===== src/rtl/weight_load_sequencer_pkg.sv =====
// Shared types for the weight loader: error codes, FSM encoding, header field width.
package weight_load_sequencer_pkg;

    localparam int HDR_W = 32;

    localparam logic [2:0] ERR_NONE   = 3'd0;
    localparam logic [2:0] ERR_LAYERS = 3'd1;
    localparam logic [2:0] ERR_DIM    = 3'd2;
    localparam logic [2:0] ERR_OVF    = 3'd3;

    typedef enum logic [3:0] {
        S_IDLE,
        S_HDR_NL,
        S_HDR_ROWS,
        S_HDR_COLS,
        S_CHECK,
        S_WEIGHTS,
        S_BIASES,
        S_DONE,
        S_ERR
    } state_t;

    // Header fields are checked at full 32-bit width so large values cannot alias into range.
    function automatic logic out_of_range(input logic [HDR_W-1:0] v, input logic [HDR_W-1:0] max_v);
        return (v == '0) || (v > max_v);
    endfunction

endpackage


===== src/rtl/weight_load_sequencer_le_word_assembler.sv =====
// Little-endian byte-to-u32 assembler for header fields.
// Latency: word_valid is combinational on the 4th accepted beat.
// Backpressure: none of its own; it only counts beats the parent accepts.
module le_word_assembler
    import weight_load_sequencer_pkg::*;
(
    input  logic             clk,
    input  logic             rst_n,
    input  logic             clear,
    input  logic             beat,
    input  logic [7:0]       byte_data,
    output logic [HDR_W-1:0] word,
    output logic             word_valid
);

    logic [1:0]  beat_cnt;
    logic [23:0] lo_bytes;

    // Earlier bytes shift down so the first byte ends up in bits [7:0].
    assign word       = {byte_data, lo_bytes};
    assign word_valid = beat && (beat_cnt == 2'd3);

    always_ff @(posedge clk) begin
        if (!rst_n) begin
            beat_cnt <= 2'd0;
            lo_bytes <= '0;
        end else if (clear) begin
            beat_cnt <= 2'd0;
            lo_bytes <= '0;
        end else if (beat) begin
            beat_cnt <= beat_cnt + 2'd1;
            lo_bytes <= {byte_data, lo_bytes[23:8]};
        end
    end

endmodule


===== src/rtl/weight_load_sequencer.sv =====
// Parses the quantized model byte stream into descriptor-table and weight-RAM writes.
// Latency: mem/desc writes are registered, one cycle after the beat / CHECK state.
// Backpressure: byte_ready only in header and data states; gaps in byte_valid stall everything.
module weight_load_sequencer
    import weight_load_sequencer_pkg::*;
#(
    parameter  int MAX_LAYERS   = 10,
    parameter  int MAX_NEURONS  = 1024,
    parameter  int WEIGHT_WIDTH = 8,
    parameter  int ADDR_WIDTH   = 16,
    localparam int LW           = $clog2(MAX_LAYERS),
    localparam int DW           = $clog2(MAX_NEURONS + 1)
) (
    input  logic                    clk,
    input  logic                    rst_n,
    input  logic                    start,
    input  logic                    byte_valid,
    input  logic [7:0]              byte_data,
    output logic                    byte_ready,
    output logic                    mem_we,
    output logic [ADDR_WIDTH-1:0]   mem_addr,
    output logic [WEIGHT_WIDTH-1:0] mem_wdata,
    output logic                    desc_we,
    output logic [LW-1:0]           desc_idx,
    output logic [DW-1:0]           desc_rows,
    output logic [DW-1:0]           desc_cols,
    output logic [ADDR_WIDTH-1:0]   desc_base,
    output logic                    busy,
    output logic                    done,
    output logic                    error,
    output logic [2:0]              err_code
);

    state_t              state;
    logic [LW:0]         nl_r;
    logic [LW-1:0]       layer;
    logic [DW-1:0]       rows_r;
    logic [DW-1:0]       cols_r;
    logic [DW-1:0]       row_cnt;
    logic [ADDR_WIDTH:0] ptr;
    logic [ADDR_WIDTH:0] beat_cnt;
    logic [ADDR_WIDTH:0] w_total;
    logic                dim_bad;

    logic [HDR_W-1:0]    word;
    logic                word_valid;
    logic                hdr_st;
    logic                data_st;
    logic                hdr_beat;
    logic                data_beat;
    logic                start_acc;
    logic [2*DW-1:0]     prod;
    logic [32:0]         need;
    logic                ovf;

    assign hdr_st     = (state == S_HDR_NL) || (state == S_HDR_ROWS) || (state == S_HDR_COLS);
    assign data_st    = (state == S_WEIGHTS) || (state == S_BIASES);
    assign byte_ready = hdr_st || data_st;
    assign hdr_beat   = byte_valid && hdr_st;
    assign data_beat  = byte_valid && data_st;
    assign start_acc  = start && ((state == S_IDLE) || (state == S_DONE) || (state == S_ERR));

    // ptr carries one extra bit so a layer that exactly fills the RAM is not seen as base 0.
    assign prod = (2*DW)'(rows_r) * (2*DW)'(cols_r);
    assign need = 33'(ptr) + 33'(prod) + 33'(rows_r);
    assign ovf  = need > (33'd1 << ADDR_WIDTH);

    le_word_assembler u_asm (
        .clk        (clk),
        .rst_n      (rst_n),
        .clear      (start_acc),
        .beat       (hdr_beat),
        .byte_data  (byte_data),
        .word       (word),
        .word_valid (word_valid)
    );

    always_ff @(posedge clk) begin
        if (!rst_n) begin
            state     <= S_IDLE;
            nl_r      <= '0;
            layer     <= '0;
            rows_r    <= '0;
            cols_r    <= '0;
            row_cnt   <= '0;
            ptr       <= '0;
            beat_cnt  <= '0;
            w_total   <= '0;
            dim_bad   <= 1'b0;
            mem_we    <= 1'b0;
            mem_addr  <= '0;
            mem_wdata <= '0;
            desc_we   <= 1'b0;
            desc_idx  <= '0;
            desc_rows <= '0;
            desc_cols <= '0;
            desc_base <= '0;
            busy      <= 1'b0;
            done      <= 1'b0;
            error     <= 1'b0;
            err_code  <= ERR_NONE;
        end else begin
            mem_we  <= 1'b0;
            desc_we <= 1'b0;

            if (data_beat) begin
                mem_we    <= 1'b1;
                mem_addr  <= ptr[ADDR_WIDTH-1:0];
                mem_wdata <= WEIGHT_WIDTH'(byte_data);
                ptr       <= ptr + (ADDR_WIDTH+1)'(1);
            end

            case (state)
                S_IDLE, S_DONE, S_ERR: begin
                    if (start) begin
                        state    <= S_HDR_NL;
                        busy     <= 1'b1;
                        done     <= 1'b0;
                        error    <= 1'b0;
                        err_code <= ERR_NONE;
                        ptr      <= '0;
                        layer    <= '0;
                    end
                end
                S_HDR_NL: begin
                    if (word_valid) begin
                        if (out_of_range(word, HDR_W'(MAX_LAYERS))) begin
                            state    <= S_ERR;
                            busy     <= 1'b0;
                            error    <= 1'b1;
                            err_code <= ERR_LAYERS;
                        end else begin
                            nl_r  <= word[LW:0];
                            state <= S_HDR_ROWS;
                        end
                    end
                end
                S_HDR_ROWS: begin
                    if (word_valid) begin
                        rows_r  <= word[DW-1:0];
                        dim_bad <= out_of_range(word, HDR_W'(MAX_NEURONS));
                        state   <= S_HDR_COLS;
                    end
                end
                S_HDR_COLS: begin
                    if (word_valid) begin
                        cols_r  <= word[DW-1:0];
                        dim_bad <= dim_bad | out_of_range(word, HDR_W'(MAX_NEURONS));
                        state   <= S_CHECK;
                    end
                end
                S_CHECK: begin
                    if (dim_bad || ovf) begin
                        state    <= S_ERR;
                        busy     <= 1'b0;
                        error    <= 1'b1;
                        err_code <= dim_bad ? ERR_DIM : ERR_OVF;
                    end else begin
                        desc_we   <= 1'b1;
                        desc_idx  <= layer;
                        desc_rows <= rows_r;
                        desc_cols <= cols_r;
                        desc_base <= ptr[ADDR_WIDTH-1:0];
                        w_total   <= (ADDR_WIDTH+1)'(prod);
                        beat_cnt  <= '0;
                        row_cnt   <= '0;
                        state     <= S_WEIGHTS;
                    end
                end
                S_WEIGHTS: begin
                    if (data_beat) begin
                        beat_cnt <= beat_cnt + (ADDR_WIDTH+1)'(1);
                        if (beat_cnt == w_total - (ADDR_WIDTH+1)'(1)) begin
                            state <= S_BIASES;
                        end
                    end
                end
                S_BIASES: begin
                    if (data_beat) begin
                        row_cnt <= row_cnt + DW'(1);
                        if (row_cnt == rows_r - DW'(1)) begin
                            if ({1'b0, layer} == nl_r - (LW+1)'(1)) begin
                                state <= S_DONE;
                                busy  <= 1'b0;
                                done  <= 1'b1;
                            end else begin
                                layer <= layer + LW'(1);
                                state <= S_HDR_ROWS;
                            end
                        end
                    end
                end
                default: state <= S_IDLE;
            endcase
        end
    end

endmodule

===== config.mk =====
export PLATFORM = sky130hd
export DESIGN_NAME = weight_load_sequencer
export DESIGN_NICKNAME = d
export VERILOG_FILES = /design/src/rtl/weight_load_sequencer_pkg.sv /design/src/rtl/weight_load_sequencer_le_word_assembler.sv /design/src/rtl/weight_load_sequencer.sv
export SDC_FILE = /design/constraint.sdc
export NUM_CORES = 1
export LEC_CHECK = 0
export ABC_AREA = 1
export CORE_MARGIN = 5
export CORE_UTILIZATION = 60
export DETAILED_ROUTE_END_ITERATION = 8
export DONT_BUFFER_PORTS = 1
export PLACE_DENSITY = 0.76
export SYNTH_ARGS = -nofsm -noshare
export SYNTH_HDL_FRONTEND = slang
export SYNTH_SLANG_ARGS = --single-unit

===== constraint.sdc =====
create_clock -name clk -period 7.58 [get_ports clk]
set_input_delay 0.758 -clock clk [delete_from_list [all_inputs] [get_ports clk]]
set_output_delay 0.758 -clock clk [all_outputs]
set_load 0.01 [all_outputs]

* Yosys cells after proc, flatten, opt, wreduce, memory -nomap -nowiden
Index checks and enable logic that the tools add are counted.
Word-level totals: input bits 12, word-level logic and storage cells 157, bits in registers 198, output and inout bits 75
Operators by class: $lt $le $gt $ge 3, add/sub/neg operators 10, $mul 1, reduce and logical (&&, ||, !) cells 36, equality and inequality tests 25, bitwise gates (word level) 4, mux-type cells 54
Operators by type and width (count):
- 17-bit two-way mux | 5
- 4-bit two-way mux | 14
- 17-bit by 1-bit adder with 17-bit output, second input constant | 2
- 17-bit case mux with 2 select lines | 1
- 32-bit by 11-bit > comparator with 1-bit output, second input constant | 1
- 32-bit by 4-bit > comparator with 1-bit output, second input constant | 1
- 32-bit logical NOT | 1
- 4-bit case mux with 7 select lines | 1
- 23-bit by 11-bit adder with 24-bit output | 1
- 24-bit by 17-bit > comparator with 1-bit output, second input constant | 1
- 17-bit by 22-bit adder with 23-bit output | 1
- 11-bit by 11-bit multiplier with 22-bit output | 1
- 11-bit two-way mux | 2
- 11-bit case mux with 2 select lines | 1
- 1-bit two-way mux | 19
- 17-bit equality test | 1
- 17-bit by 1-bit subtractor with 17-bit output, second input constant | 1
- 4-bit by 3-bit equality test with 1-bit output, second input constant | 4
- 8-bit AND reduction | 2
- 3-bit two-way mux | 5
- 5-bit AND reduction | 3
- 2-bit by 1-bit != test with 1-bit output, second input constant | 7
- 2-bit != test, second input constant | 6
- 3-bit AND reduction | 4
- other kinds (27) | 48

* Depth between registers and ports, before layout
Gate-level depths: netlist of run 1.
depth in word-level cells 7, depth in mapped cells 42, depth with buffers taken out 41

* Cells and area by module
From an unflattened synthesis of run 1, not the netlist that was laid out.
Unflattened totals: cell total of the unflattened synthesis 2171, area total of the unflattened synthesis 15112.0 um^2
Modules (own cells, without submodules):
- weight_load_sequencer | cells each 2044, area an instance 13947.1 um^2, instances 1, sequential area each 3423.3 um^2
- le_word_assembler | cells each 127, area an instance 1164.9 um^2, instances 1, sequential area each 520.5 um^2

* Least setup slack after synthesis of run 1
OpenSTA, ideal clock, no wires.
path type register to register, start reg rows_r[0], end reg beat_cnt[0], period minus slack after synthesis 6.993 ns, path buffers 2, stages on the path, launching flop included 39, arrival time 6.880 ns, path slack 0.587 ns, cell sequence dfxtp_1 clkbuf_1 nand2_1 fa_1 fa_1 inv_1 fa_1 fa_1 inv_1 fa_1 inv_1 ha_1 nand2_1 nor2_1 nand3_1 nand3_2 inv_1 o21bai_1 (+3 left out) ha_1 nand2_1 nor2_1 and2_1 nand4_1 nand3_1 inv_1 nand2_1 nand2_1 nor2_1 nand3_1 nor2_4 nand3_4 nand2_4 nand2_4 buf_6 o21ai_1 inv_1
On the way: longest elaborated chain between the ends 7
RTL lines:
- start, declared | RTL line weight_load_sequencer.sv:37 | logic [DW-1:0] rows_r;
- start signal, assigned | RTL line weight_load_sequencer.sv:140 | rows_r <= word[DW-1:0];
- 11-bit by 11-bit multiplier with 22-bit output | RTL line weight_load_sequencer.sv:64 | assign prod = (2*DW)'(rows_r) * (2*DW)'(cols_r);
- via prod[16] | RTL line weight_load_sequencer.sv:52 | logic [2*DW-1:0] prod;
- 17-bit by 22-bit adder with 23-bit output | RTL line weight_load_sequencer.sv:65 | assign need = 33'(ptr) + 33'(prod) + 33'(rows_r);
- 23-bit by 11-bit adder with 24-bit output | RTL line weight_load_sequencer.sv:65
- 24-bit by 17-bit > comparator with 1-bit output | RTL line weight_load_sequencer.sv:66 | assign ovf = need > (33'd1 << ADDR_WIDTH);
- 1-bit logical OR | RTL line weight_load_sequencer.sv:153 | if (dim_bad || ovf) begin
- 2-bit != test (no line)
- 3-bit AND reduction (no line)
- end signal, assigned | RTL line weight_load_sequencer.sv:172 | beat_cnt <= beat_cnt + (ADDR_WIDTH+1)'(1);
- end, declared | RTL line weight_load_sequencer.sv:41 | logic [ADDR_WIDTH:0] beat_cnt;
The timed path passes the listed nets, and every way through them passes these cells. A chain may end at the register's enable or synchronous reset.

* Final worst setup path of run 1
start reg rows_r[1], end reg beat_cnt[4]
Same word-level chain as after synthesis.

==> results of run 1 <==
flip-flops by register name, indices dropped and copies added (netlist names), 8 cells and up:
name / flops
u_asm.lo_bytes: 24
beat_cnt: 17
ptr: 17
w_total: 17
desc_base: 16
mem_addr: 16
cols_r: 11
desc_cols: 11
desc_rows: 11
row_cnt: 11
rows_r: 11
mem_wdata: 8
power by group:
part	total, mW	switching (mW)	leakage [nW]	internal, mW
combinational	0.0893	0.0651	6.03	0.0242
sequential	1.05	0.00874	1.60	1.04
clock	0.949	0.498	0.291	0.450
timing repair:
action,in CTS,in global routing
hold endpoints to repair,0,0
cloned,0,0
buffers inserted,5,9
gates resized for setup,7,72
setup endpoints to repair,69,95
pin swaps,2,24
cells in the mapped netlist, drive strengths merged (6+ instances only):
master | n | area, sq um
xnor2 | 29 | 254.0
nand3 | 98 | 528.0
o21bai | 7 | 52.55
buf | 11 | 77.56
o21ai | 103 | 515.5
dfxtp | 197 | 3944
nor3b | 6 | 45.04
a21oi | 136 | 688.2
nand3b | 9 | 67.56
nand2 | 543 | 2078
xor2 | 67 | 586.8
o22ai | 8 | 50.05
nand4 | 21 | 137.6
nor2 | 178 | 703.2
inv | 347 | 1303
nor4 | 7 | 58.81
fa | 92 | 1842
nor3 | 26 | 150.2
ha | 91 | 1139
clkbuf | 55 | 206.5
critical path: cells and delay by family, from the launching register on:
kind / cells / cell delay [ps]
buffers and inverters: 6 / 520
AND/OR/NAND/NOR: 16 / 1890
XOR/XNOR: 1 / 190
adder cells (fa/ha/maj): 8 / 3660
AO/OA/AOI/OAI: 3 / 500
flip-flops: 1 / 410
area by class of cell:
class | count | area (sq um)
clock inverter | 15 | 178.9
multi-input combinational | 1448 | 9320
timing repair buffer | 56 | 483.0
tap | 324 | 405.4
sequential | 197 | 3994
clock buffer | 17 | 425.4
inverter | 350 | 1314
fill | 2036 | 8056
worst paths after layout:
kind | end | depth (start not counted)
setup reg to reg | beat_cnt[4] | 34
setup / recovery | beat_cnt[4] | 34
hold reg to reg | u_asm.lo_bytes[23] | 2
hold / removal | mem_wdata[5] | 2
stage by stage:
| stage | setup WS (ps) | setup TNS [ps] | instance area [sq um] | total power [mW] | std cells |
|---|---|---|---|---|---|
| floorplan | 587.0 | 0 | 14620 | 1.144 | 2061 |
| global placement | 19.56 | 0 | 15110 | 1.162 | 2361 |
| detailed placement | -47.22 | -336.9 | 15110 | 1.163 | 2361 |
| CTS | 14.05 | 0 | 15770 | 2.096 | 2398 |
| global route | -35.02 | -155.9 | 16120 | 2.160 | 2407 |
| finish | 272.8 | 0 | 16120 | 2.085 | 2407 |
cells by family (layout without fill, tap and decap cells):
kind of cell | after synthesis | count (layout) | share of synthesized area, %
AND/OR/NAND/NOR | 901 | 901 | 26.33
buffers and inverters | 416 | 438 | 10.93
AO/OA/AOI/OAI | 267 | 267 | 9.625
flip-flops | 197 | 197 | 26.97
adder cells (fa/ha/maj) | 183 | 183 | 20.38
XOR/XNOR | 96 | 96 | 5.749
other | 1 | 1 | 0.02564
per-layer routing:
layer / wire length, um / part of all wire [%] / global-route usage (%) / vias up
met1: 16870 / 43 / 36.48 / 6219
met5: 0 / 0 / 0 / -
met2: 18270 / 46 / 46.29 / 454
met3: 3243 / 8.2 / 7.760 / 86
li1: - / - / - / 6428
met4: 1171 / 3.0 / 8.608 / 0
==> results_dict.tcl, run 1 <==
set metrics [dict create \
    status "completed" \
    diodes 0 \
    die_h_um 166.1 \
    post-route-period-util_pct 96.40 \
    cts_made_buffers 17 \
    final_util_pct 66.68 \
    synth_edf_count 0 \
    cts_root_buf "clkbuf_16" \
    hold_viol_final 0 \
    hp-class "in -> reg" \
    io_buffers 0 \
    reg2reg_slack_ps 270 \
    seq_area_frac_synth_pct 26.97 \
    worstMarginPinSlew_ps 1123 \
    p_per_area_mw_per_mm2 129.3 \
    period_needed_ps 7307 \
    clock_sinks 197 \
    htreeDepth 4 \
    drive_gt1_share_pct 9.025 \
    start_util_pct 60.49 \
    clock_skew_ps 11.94 \
    mostFrequentLayoutCells "nand2_1, inv_1, dfxtp_1" \
    relSlewSlack_pct 24.69 \
    dieArea_sq_mm 0.02760 \
    routed_wl_um 39550 \
    ant_nets 0 \
    synth_seq_cells 197 \
    final_common_cell "nand2_1" \
    end_kind "flip-flop" \
    dp_hpwl_um 30280 \
    synth_async_sr_flop_share_pct 0 \
    die_x_um 166.1 \
    syn_inst 2061 \
    cts_tree "yes" \
    grt_usage_pct 28.19 \
    antenna_found_initial 0 \
    syn-cell-area_sq_mm 0.01462 \
    crit_arrival_ps 7650 \
    hold_ws_ps 442.7 \
    path_class "reg -> reg" \
    critPathLaunch "rows_r[1]" \
    drt-wirelength-per-cell_um 16.43 \
    grt_pass1_wl_um 64180 \
    yosys_warnings 0 \
    drt_iter0_markers 1018 \
    io_pins 87 \
    overflow 0 \
    synth_nets 2256 \
    finalNetCount 2265 \
    row_count 57 \
    postSynthAreaPerCell_sq_um 7.096 \
    regToRegStartpoint "rows_r[1]" \
    core_area_sq_mm 0.02418 \
    hp-start "byte_data[5]" \
    drc 0 \
    slew_violations 0 \
    vias 13187 \
    dr.pass1.iters 8 \
    grt_max_degree 61 \
    required_ps 7920 \
    viasPerCell 5.479 \
    ys.flop_type "dfxtp_1" \
    yosys.cell_types.count 50 \
    worst_path_max_delay_cell "fa_1" \
    clkLatencyLatePin_ps 450 \
    critPathMaxFanout 6 \
    slowest_delay_ps 560 \
    grt_pass1_vias 12681 \
    vdd.ir_drop.worst_v 0.0001531 \
    gp_congestion 0.9371 \
    setup_viol 0 \
    maxClockFrequency_ghz 0.1369 \
    cp-start-kind "flip-flop" \
    maxCapViolCount 0 \
    leakagePower_nw 7.916 \
    clockBufferDepth 2 \
    cts.clk_slew.worst_paths_ps 90 \
    postCtsHoldBufs 0 \
    area_growth_syn_to_layout_pct 10.23 \
]
Note: power is estimated with default switching activity, not from simulation.
==> inputs of run 2 (changes only) <==
Settings changed: CELL_PAD_IN_SITES_DETAIL_PLACEMENT set to 1, CELL_PAD_IN_SITES_GLOBAL_PLACEMENT set to 1, CORE_UTILIZATION 60 to 48, PLACE_DENSITY 0.76 to 0.81.
==> results_dict.tcl, run 2 (synthesized netlist as in run 1, its figures left out) <==
set metrics [dict create \
    status "finished with violations" \
    violations "negative setup slack" \
    hold_ws_ps 437.0 \
    core_area_sq_mm 0.03035 \
    drc 0 \
    ant_nets 0 \
    path_class "reg -> reg" \
    area_growth_syn_to_layout_pct 13.28 \
    final_util_pct 54.58 \
    grt_usage_pct 27.86 \
    io_buffers 0 \
    vias 13724 \
    gp_congestion 0.9199 \
    postCtsHoldBufs 0 \
    crit_arrival_ps 7940 \
    finalNetCount 2282 \
    cts_tree "yes" \
    dp_hpwl_um 36550 \
    antenna_found_initial 0 \
    setup_viol 1 \
    combPwrFrac_pct 4.4 \
    final_cells 2495 \
    dieArea_sq_mm 0.03406 \
    sw_frac_of_total_pct 25.38 \
    cts_made_buffers 17 \
    p_clk_share_pct 46.6 \
    dpl.cell_count 2447 \
    slowest_delay_ps 570 \
    dr.pass1.iters 6 \
    setup_slack_ps -5.633 \
    io_pins 87 \
    clkLatencyLatePin_ps 460 \
    hold_viol_final 0 \
    slew_violations 0 \
    largest_reg_flops 24 \
    overflow 0 \
    cp-start-kind "flip-flop" \
    cts.clk_slew.worst_paths_ps 80 \
    htreeDepth 4 \
    placed_area_sq_mm 0.01529 \
    end_kind "flip-flop" \
    worstMarginPinSlew_ps 1195 \
    maxClockFrequency_ghz 0.1318 \
    relSlewSlack_pct 19.83 \
    cts_root_buf "clkbuf_16" \
    period_needed_ps 7586 \
    diodes 0 \
    viasPerCell 5.501 \
    vdd.ir_drop.worst_v 0.0002169 \
    leakagePower_nw 8.066 \
    p_per_area_mw_per_mm2 128.9 \
    maxCapViolCount 0 \
    critPathMaxFanout 8 \
    p_total_mw 2.135 \
    power_frac_seq_pct 49.0 \
    grt_pass1_wl_um 75450 \
    drt-wirelength-per-cell_um 20.06 \
    clockBufferDepth 2 \
    post-route-period-util_pct 100.1 \
    internal_power_mw 1.593 \
    worst_path_max_delay_cell "fa_1" \
    grt_pass1_vias 14277 \
    drt_iter0_markers 1007 \
    clock_skew_ps 13.64 \
    grt_max_degree 61 \
    clock_sinks 197 \
    row_count 64 \
    path_common_cell "inv_1" \
    hp-class "in -> reg" \
    routed_wl_um 50060 \
    die_x_um 184.5 \
    die_h_um 184.5 \
    final_area_sq_mm 0.01657 \
    start_util_pct 48.19 \
    top_register "u_asm.lo_bytes" \
    required_ps 7940 \
    p_switching_uw 541.7 \
    drive_gt1_share_pct 10.86 \
    final_common_cell "nand2_1" \
    mostFrequentLayoutCells "nand2_1, inv_1, dfxtp_1" \
]
==> run 2: cell types whose count changed in the layout (fill, tap and decap cells not counted), sizes merged <==
cell / delta
buf: +17
bufinv: +3
inv: -4
clkinvlp: +1
clkbuf: +1
clkinv: -2
==> run 2: timing repair <==
action                                  CTS  global route
gates cloned                              0             1
hold endpoints to repair                  0             0
resized for setup                        23            94
pin swaps                                 2            45
endpoints found under the setup margin   95            95
setup buffers                             1            15
==> run 2: metal layers <==
layer / GRT usage [%] / wire length, um / vias up / part of all wire [%]
met5: 0 / 0 / - / 0
met2: 47.49 / 24490 / 362 / 49
met4: 9.760 / 1764 / 0 / 3.5
li1: - / - / 6461 / -
met1: 34.59 / 20650 / 6812 / 41
met3: 6.611 / 3156 / 89 / 6.3
==> run 2: path summary, 6_finish.rpt <==
kind / endpoint / startpoint / depth (start not counted) / slack (ps)
worst min-delay path: mem_wdata[7] / byte_data[7] / 2 / 440
worst min register to register: u_asm.beat_cnt[1] / u_asm.beat_cnt[1] / 2 / 470
worst max register to register: beat_cnt[4] / rows_r[6] / 36 / -6
worst max-delay path: beat_cnt[4] / rows_r[6] / 36 / -6
==> run 2: critical path: cells and delay by family (launching register included) <==
| family | cells | cell delay [ps] |
|---|---|---|
| AOI/OAI and AO/OA | 2 | 420 |
| xor gates and xnor gates | 1 | 280 |
| adders and majority gates | 8 | 3660 |
| buffers and inverters | 7 | 510 |
| DFF | 1 | 410 |
| and+or+nand+nor | 18 | 2200 |
==> run 2: power groups by stage <==
| stage | logic (mW) | registers (mW) | clock network (mW) |
|---|---|---|---|
| after floorplan | 0.0706 | 1.07 | 0 |
| after detailed placement | 0.0936 | 1.08 | 0 |
| after global routing | 0.106 | 1.05 | 1.04 |
| final | 0.0937 | 1.05 | 0.994 |
| after global placement | 0.0915 | 1.08 | 0 |
| after CTS | 0.0945 | 1.05 | 1.00 |
==> run 2: cell type report <==
type                       instances  area [sq um]
clock buffer                      18         429.2
clock inverter                    13         195.2
fill                            3844         13780
inverter                         350          1314
multi-input combinational       1448          9508
sequential                       197          3998
tap                              396         495.5
timing repair buffer              73         626.9
==> run 2: through the flow <==
| step | setup TNS (ps) | setup WS, ps |
|---|---|---|
| final | -5.633 | -5.633 |
| after global routing | -15110 | -231.2 |
| after CTS | 0 | 22.26 |
| after detailed placement | -11250 | -214.5 |
| after global placement | -2355 | -80.57 |
| after floorplan | 0 | 587.0 |
==> inputs of run 3 (changes only) <==
Settings changed: CORE_MARGIN 5 to 4.
==> results_dict.tcl, run 3 (synthesized netlist as in run 1, its figures left out) <==
set metrics [dict create \
    status "finished with violations" \
    violations "negative setup slack" \
    clkLatencyLatePin_ps 470 \
    placed_area_sq_mm 0.01529 \
    worst_path_max_delay_cell "fa_1" \
    core_area_sq_mm 0.02987 \
    cts.clk_slew.worst_paths_ps 80 \
    slowest_delay_ps 590 \
    io_pins 87 \
    top_register "u_asm.lo_bytes" \
    largest_reg_flops 24 \
    grt_max_degree 61 \
    hold_viol_final 0 \
    area_growth_syn_to_layout_pct 13.46 \
    p_per_area_mw_per_mm2 128.1 \
    relSlewSlack_pct 21.55 \
    final_area_sq_mm 0.01659 \
    viasPerCell 5.496 \
    vias 13707 \
    maxClockFrequency_ghz 0.1318 \
    hp-class "in -> reg" \
    crit_arrival_ps 7950 \
    drc 0 \
    dp_hpwl_um 36550 \
    row_count 63 \
    routed_wl_um 48840 \
    leakagePower_nw 8.089 \
    drive_gt1_share_pct 10.88 \
    required_ps 7940 \
    cts_made_buffers 17 \
    finalNetCount 2286 \
    antenna_found_initial 3 \
    grt_pass1_vias 14175 \
    hold_ws_ps 434.1 \
    drt_iter0_markers 820 \
    start_util_pct 48.95 \
    slew_violations 0 \
    end_kind "flip-flop" \
    clock_sinks 197 \
    worstMarginPinSlew_ps 1169 \
    die_x_um 182.5 \
    nFillCells 3813 \
    ant_nets 0 \
    drt-wirelength-per-cell_um 19.58 \
    final_util_pct 55.54 \
    clockBufferDepth 2 \
    critPathMaxFanout 6 \
    mostFrequentLayoutCells "nand2_1, inv_1, dfxtp_1" \
    path_class "reg -> reg" \
    cp-start-kind "flip-flop" \
    dr.pass1.iters 5 \
    grt_pass1_wl_um 75060 \
    setup_viol 1 \
    p_total_mw 2.125 \
    path_common_cell "nand2_1" \
    cts_root_buf "clkbuf_16" \
    vdd.ir_drop.worst_v 0.0002025 \
    cts_tree "yes" \
    period_needed_ps 7588 \
    maxCapViolCount 0 \
    diodes 0 \
    dieArea_sq_mm 0.03332 \
    io_buffers 0 \
    die_h_um 182.5 \
    final_common_cell "nand2_1" \
    gp_congestion 0.9123 \
    clock_skew_ps 27.70 \
    overflow 0 \
    postCtsHoldBufs 0 \
    grt_usage_pct 28.12 \
    post-route-period-util_pct 100.1 \
    setup_slack_ps -7.710 \
    htreeDepth 4 \
]
## run 3: changes by cell type in the layout (fill, tap and decap cells not counted), moves of 2 or more
| cell | previous run | this run |
|---|---|---|
| nor2_2 | 10 | 12 |
| inv_8 | 2 | 4 |
| clkinv_4 | 3 | 1 |
| ha_1 | 76 | 74 |
| nand2_2 | 16 | 14 |
| nand2_1 | 521 | 523 |
| a21oi_2 | 12 | 9 |
| fa_2 | 4 | 1 |
| buf_6 | 3 | 6 |
| a21oi_1 | 124 | 126 |
| buf_12 | 4 | 6 |
| nand3_1 | 89 | 91 |
| fa_1 | 88 | 91 |
## run 3: area by class of cell
| cell class | count | area [sq um] | share of cell area [%] |
|---|---|---|---|
| Multi-Input combinational cell | 1448 | 9475 | 57.11 |
| Sequential cell | 197 | 3999 | 24.10 |
| Inverter | 350 | 1314 | 7.918 |
| Timing Repair Buffer | 77 | 693.2 | 4.178 |
| Tap cell | 390 | 488.0 | 2.941 |
| Clock buffer | 18 | 439.2 | 2.647 |
| Clock inverter | 14 | 183.9 | 1.109 |
## run 3: worst max-delay path, delay by kind of cell (launching register included)
| kind | cells | cell delay (ps) |
|---|---|---|
| buffers and inverters | 7 | 610 |
| xor gates and xnor gates | 1 | 190 |
| AOI/OAI and AO/OA | 2 | 450 |
| and+or+nand+nor | 17 | 2160 |
| DFF | 1 | 460 |
| adders and majority gates | 8 | 3580 |
## run 3: worst paths after layout
path | endpoint | slack [ps] | depth (start not counted) | startpoint
min reg2reg | nl_r[4] | 490 | 2 | nl_r[4]
max reg2reg | beat_cnt[13] | -8 | 35 | rows_r[8]
max | beat_cnt[13] | -8 | 35 | rows_r[8]
min | mem_wdata[3] | 430 | 2 | byte_data[3]
## run 3: what timing repair did
action                     4_1_cts  5_1_grt
gates resized for setup         24       90
buffers inserted                 0       21
cloned                           0        1
setup endpoints to repair       94       95
pin swaps                        2       38
## run 3: where the power goes
part / internal [mW] / switching, mW / total, mW
clock: 0.512 / 0.473 / 0.985
combinational: 0.0247 / 0.0688 / 0.0935
sequential: 1.04 / 0.00922 / 1.05
## run 3: per-layer routing
metal	GRT usage (%)	vias to the layer above	part of all wire [%]
met1	35.54	6758	41
met5	0	-	0.027
li1	-	6463	-
met4	8.826	2	3.3
met2	47.92	390	49
met3	6.259	94	6.6
## run 3: through the flow
step | setup WS, ps | setup TNS, ps | cells
3_5_place_dp | -227.5 | -6588 | 2440
6_report | -7.710 | -7.710 | 2494
4_1_cts | 16.63 | 0 | 2472
5_1_grt | -245.7 | -15290 | 2494
3_3_place_gp | 6.533 | 0 | 2440
2_1_floorplan | 587.0 | 0 | 2061
